==> src/rtl/mc_sequencer.sv <==
// Multi-cycle fetch/decode/execute sequencer with memory-stall timeout and trap handling.
// Optional sticky interrupt support is enabled by defining MC_SEQUENCER_IRQ_EN.
module mc_sequencer #(
   parameter int              XLEN        = 32,
   parameter logic [XLEN-1:0] RESET_PC    = XLEN'(32'h8000_0000),
   parameter int              MEM_TIMEOUT = 15
) (
   input  logic            clk,
   input  logic            rst,
   output logic            mem_req,
   output logic            mem_we,
   output logic [XLEN-1:0] mem_addr,
   input  logic            mem_ready,
   output logic            instr_valid,
   input  logic            dec_exc,
   input  logic            dec_is_mem,
   input  logic            dec_is_store,
   input  logic            dec_reg_write,
   input  logic            dec_mret,
   output logic            alu_start,
   input  logic            alu_done,
   input  logic [XLEN-1:0] alu_result,
   input  logic            take_jump,
   input  logic [XLEN-1:0] jump_target,
   input  logic            irq,
   input  logic [XLEN-1:0] mtvec,
   input  logic [XLEN-1:0] mepc,
   output logic            rf_we,
   output logic            trap,
   output logic [3:0]      trap_cause,
   output logic            trap_is_irq,
   output logic [XLEN-1:0] pc,
   output logic [2:0]      stage
);

   typedef enum logic [2:0] {
      FETCH, DECODE, EXEC, WAIT_ALU, MEM, WB, NEXT_PC, TRAP
   } stateT;

   localparam int CNT_W = (MEM_TIMEOUT > 1) ? $clog2(MEM_TIMEOUT) : 1;

   stateT            state, stateNext;
   logic [XLEN-1:0]  pcQ, pcNext;
   logic [XLEN-1:0]  addrQ, addrNext;
   logic [CNT_W-1:0] cnt, cntNext;
   logic [3:0]       causeQ, causeNext;
   logic             stall, expire, irqPending;

   assign stall  = ((state == FETCH) || (state == MEM)) && !mem_ready;
   assign expire = (MEM_TIMEOUT != 0) && stall && (cnt == CNT_W'(MEM_TIMEOUT - 1));

`ifdef MC_SEQUENCER_IRQ_EN
   logic irqPend;

   // Pending bit is dropped in the cycle NEXT_PC hands it to TRAP.
   always_ff @(posedge clk) begin
      if (rst)
         irqPend <= 1'b0;
      else if (state == NEXT_PC && irqPend)
         irqPend <= 1'b0;
      else
         irqPend <= irqPend | irq;
   end
   assign irqPending = irqPend;
`else
   logic unusedIrq;
   assign unusedIrq  = irq;
   assign irqPending = 1'b0;
`endif

   // NOTE: rst is synchronous, so it is tested inside the clocked branch and kept out of the sensitivity list.
   always_ff @(posedge clk) begin
      if (rst) begin
         state  <= FETCH;
         pcQ    <= RESET_PC;
         addrQ  <= '0;
         cnt    <= '0;
         causeQ <= '0;
      end else begin
         state  <= stateNext;
         pcQ    <= pcNext;
         addrQ  <= addrNext;
         cnt    <= cntNext;
         causeQ <= causeNext;
      end
   end

   // NOTE: every variable gets a default before the case so no path leaves one unassigned (no latches).
   always_comb begin
      stateNext = state;
      pcNext    = pcQ;
      addrNext  = addrQ;
      causeNext = causeQ;
      case (state)
         FETCH: begin
            if (mem_ready)
               stateNext = DECODE;
            else if (expire) begin
               stateNext = TRAP;
               causeNext = 4'd1;
            end
         end
         DECODE: begin
            if (dec_exc) begin
               stateNext = TRAP;
               causeNext = 4'd2;
            end else
               stateNext = EXEC;
         end
         EXEC: stateNext = WAIT_ALU;
         WAIT_ALU: begin
            if (alu_done) begin
               addrNext = alu_result;
               if (dec_is_mem)
                  stateNext = MEM;
               else if (dec_reg_write)
                  stateNext = WB;
               else
                  stateNext = NEXT_PC;
            end
         end
         MEM: begin
            if (mem_ready)
               stateNext = dec_is_store ? NEXT_PC : WB;
            else if (expire) begin
               stateNext = TRAP;
               causeNext = dec_is_store ? 4'd7 : 4'd5;
            end
         end
         WB: stateNext = NEXT_PC;
         NEXT_PC: begin
            stateNext = FETCH;
            if (irqPending) begin
               stateNext = TRAP;
               causeNext = 4'd11;
            end else if (dec_mret)
               pcNext = mepc;
            else if (take_jump && (jump_target[1:0] != 2'b00)) begin
               stateNext = TRAP;
               causeNext = 4'd0;
            end else if (take_jump)
               pcNext = jump_target;
            else
               pcNext = pcQ + XLEN'(4);
         end
         TRAP: begin
            pcNext    = mtvec;
            stateNext = FETCH;
         end
         default: stateNext = FETCH;
      endcase
      // Stall count is per-visit: any state change restarts it.
      cntNext = (stall && (stateNext == state)) ? cnt + CNT_W'(1) : '0;
   end

   // Outputs are forced quiet while rst is held, whatever the state register holds.
   always_comb begin
      mem_req     = 1'b0;
      mem_we      = 1'b0;
      mem_addr    = '0;
      instr_valid = 1'b0;
      alu_start   = 1'b0;
      rf_we       = 1'b0;
      trap        = 1'b0;
      trap_cause  = 4'd0;
      trap_is_irq = 1'b0;
      if (!rst) begin
         case (state)
            FETCH: begin
               mem_req     = 1'b1;
               mem_addr    = pcQ;
               instr_valid = mem_ready;
            end
            EXEC: alu_start = 1'b1;
            MEM: begin
               mem_req  = 1'b1;
               mem_addr = addrQ;
               mem_we   = dec_is_store;
            end
            WB: rf_we = 1'b1;
            TRAP: begin
               trap       = 1'b1;
               trap_cause = causeQ;
`ifdef MC_SEQUENCER_IRQ_EN
               trap_is_irq = (causeQ == 4'd11);
`endif
            end
            default: ;
         endcase
      end
   end

   assign pc    = rst ? RESET_PC : pcQ;
   assign stage = rst ? 3'(FETCH) : 3'(state);

endmodule

==> config.mk <==
export PLATFORM = sky130hd
export DESIGN_NAME = mc_sequencer
export DESIGN_NICKNAME = d
export VERILOG_FILES = /design/src/rtl/mc_sequencer.sv
export SDC_FILE = /design/constraint.sdc
export NUM_CORES = 1
export LEC_CHECK = 0
export CAP_MARGIN = 25
export CORE_ASPECT_RATIO = 1.25
export CORE_UTILIZATION = 45
export CTS_CLUSTER_SIZE = 40
export DETAILED_ROUTE_END_ITERATION = 8
export PLACE_DENSITY_LB_ADDON = 0.25
export SLEW_MARGIN = 20
export SYNTH_ARGS = -nofsm -noshare
export SYNTH_HDL_FRONTEND = slang
export SYNTH_SLANG_ARGS = --single-unit
==> constraint.sdc <==
create_clock -name clk -period 5.3 [get_ports clk]
set_input_delay 0.795 -clock clk [delete_from_list [all_inputs] [get_ports clk]]
set_output_delay 0.795 -clock clk [all_outputs]
set_load 0.02 [all_outputs]
==> results.toml <==
[run_status]
status = "finished, final reports clean"

[power_and_ir_drop]
ir_drop_mv = 0.226
p_leak_uw = 0.00257
p_per_area_nw_per_um2 = 260

[setup_path]
critPathCaptureType = "primary output"
path_delay_family = "buffers and inverters"
crit_buf_inv = 3
setup.worst_path.start_class = "flop"
worstPathArrival_ns = 3.15
startpoint = "state[0]"
crit_cells = 6
endpoint = "mem_addr[19]"
path_cells = "or3_1 -> inv_1 -> and2_1 -> buf_4 -> a22o_1 -> clkdlybuf4s50_1"
reg2reg_depth = 5
crit_required_ns = 4.51
critPathKind = "reg2out"
critPathSlowestCell = "clkdlybuf4s50_1"
r2r_end = "pcQ[31]"
reg2reg_slack_ns = 2.70
r2r-start = "pcQ[5]"
critPathMaxStageDelay_ns = 0.63
path_max_fanout = 26

[hold_path]
hp-class = "reg2reg"

[drt]
drc = 0
routed_via_density = 6.05
wl_per_cell_microns = 19.1
dr.pass1.iters = 5
ant_nets = 0
wirelength_microns = 18800
drt_iter0_markers = 378
vias = 5957

[grt]
gr-total-overflow = 0
grt_pass1_wl_microns = 28200
grt_pass1_vias = 5538
grt.total_usage = 0.325
grt_max_degree = 64
antenna_found_initial = 0

[timing]
tns_ns = 0
fin_skew_ns = 0.00957
relSlewSlack = 0.285
setup_viol = 0
min_period_ns = 3.95
max_slew.worst_pin.slew_ns = 1.06
max_freq_ghz = 0.253
hold_viol = 0
rsz0062_at_grt = "false"
slew_violations = 0
hold_ws_ns = 0.456
finalCritPeriodShare = 0.745

[synth]
ys_ff_latch = 74
synthCells = 670
async_reset_ff_frac = 0
yosysWarnings = 0
ys_types = 62
ys_seq_area_frac = 0.303
synth_edf_count = 0
netlist_area_sq_um = 4890
syn_avg_cell_area_sq_um = 7.29
synth_ff_type = "dfxtp_1"

[floorplanning]
rows = 42
die_area_sq_um = 11300
fp.dieW_microns = 95.2
die_h_microns = 119
io_pins = 217
coreArea_sq_um = 10600
start_util = 0.463

[clock_network]
cts-root-buf = "clkbuf_16"
cts_tree = "built"
cts_buffers = 9
clk_pin_slew_ns = 0.06
hold_buffers = 0
clock_path_buffers = 2
insertion_delay_ns = 0.33
post_cts_resize_count = 0
clock-sinks = 74
cts_setup_buffers = 0
h-tree-depth = 3

[placed_design]
gp_congestion = 0.926
dpl.hpwl_microns = 13600
portBuffers = 213

[final_layout]
drive_gt1_frac = 0.0504
final_net_count = 991
num_antenna_cells = 0
mostFrequentLayoutCell = "clkdlybuf4s50_1"
layout_common_cells = "212 x clkdlybuf4s50_1, 112 x nand2_1, 84 x a21oi_1"
area_delta_synth_final_pct = 50.6

[job]
drv_cap = 0
[flip-flops by register name (all words and copies together), names as in the netlist]
signal,cells
cnt,4
causeQ,3
addrQ,32
pcQ,32
state,3
[cell families (layout without fill, tap and decap cells)]
| logic type | after synthesis | after routing | synth area share |
|---|---|---|---|
| buf+inv | 68 | 250 | 0.0581 |
| fa+ha+maj | 3 | 3 | 0.00768 |
| mux | 15 | 15 | 0.0312 |
| simple gates | 276 | 276 | 0.277 |
| other cells | 1 | 2 | 0.000767 |
| flops | 74 | 74 | 0.303 |
| xor+xnor | 14 | 14 | 0.0251 |
| compound gates | 219 | 219 | 0.297 |
[per-stage QoR]
| step | worst slack, ns | cell area (sq um) | cells | utilization | power (uW) |
|---|---|---|---|---|---|
| 2_1_floorplan | 2.24 | 4890 | 671 | - | 993 |
| 3_3_place_gp | 1.42 | 7010 | 968 | 0.664 | 1240 |
| 3_5_place_dp | 1.42 | 7030 | 969 | 0.665 | 1250 |
| 4_1_cts | 1.38 | 7350 | 984 | 0.696 | 1900 |
| 6_report | 1.35 | 7360 | 985 | 0.697 | 1910 |
| 5_1_grt | 1.18 | 7360 | 985 | 0.697 | 1990 |
[worst reg2reg max path, stage by stage (launching register included)]
cell and delay, ns:
dfxtp_1 0.44, nand3_2 0.21, nor4_2 0.97, nand2_1 0.29, or4_1 0.54, nand3_1 0.09
[worst min-delay path by stage]
stage	from	end	slack, ns	cells past startpoint
after floorplan	causeQ[1]	causeQ[1]	0.43	2
after global routing	addrQ[0]	addrQ[0]	0.48	2
after CTS	addrQ[28]	addrQ[28]	0.46	2
final	addrQ[28]	addrQ[28]	0.46	2
after global placement	causeQ[1]	causeQ[1]	0.44	2
after detailed placement	addrQ[1]	addrQ[1]	0.45	2
[cell type report]
cell class                 instances  area (sq um)
timing repair buffer             223          2210
tap                              132           165
multi-input combinational        529          3140
fill                             894          3200
sequential                        74          1480
inverter                          12          45.0
clock inverter                     4          76.3
clock buffer                      11           243
[power breakdown]
part | switching [uW] | leakage, uW | internal [uW]
logic | 309 | 0.00182 | 261
registers | 90.1 | 0.000598 | 595
clock network | 235 | 0.000152 | 423
[cells in the mapped netlist, drive strengths merged, types with 4 or more instances]
cell type    n  area, sq um
inv         12         45.0
nor4         8         56.3
a221oi       5         43.8
o221ai      15          131
nor3         9         50.1
o31ai        4         35.0
or3          5         31.3
clkbuf      32          120
nand2      112          420
a22o        31          272
and2         5         31.3
o21ai       30          150
a22oi        7         52.6
a21oi       84          420
o211ai       6         45.0
a31oi        9         56.3
a31o         4         35.0
and3         8         50.1
buf         24          119
nand3       28          150
xnor2        7         61.3
mux2i       13          130
nor2        41          164
nand4       11         68.8
nor2b       31          194
nand2b       7         43.8
dfxtp       74         1480
xor2         7         61.3
[per-layer routing]
metal / track usage / part of all wire / routed length, microns
met1: 0.400 / 0.38 / 7240
met2: 0.524 / 0.48 / 9100
met3: 0.0811 / 0.092 / 1730
met4: 0.147 / 0.040 / 758
met5: 0 / 0 / 0
Power figures use the tool's default switching activity.
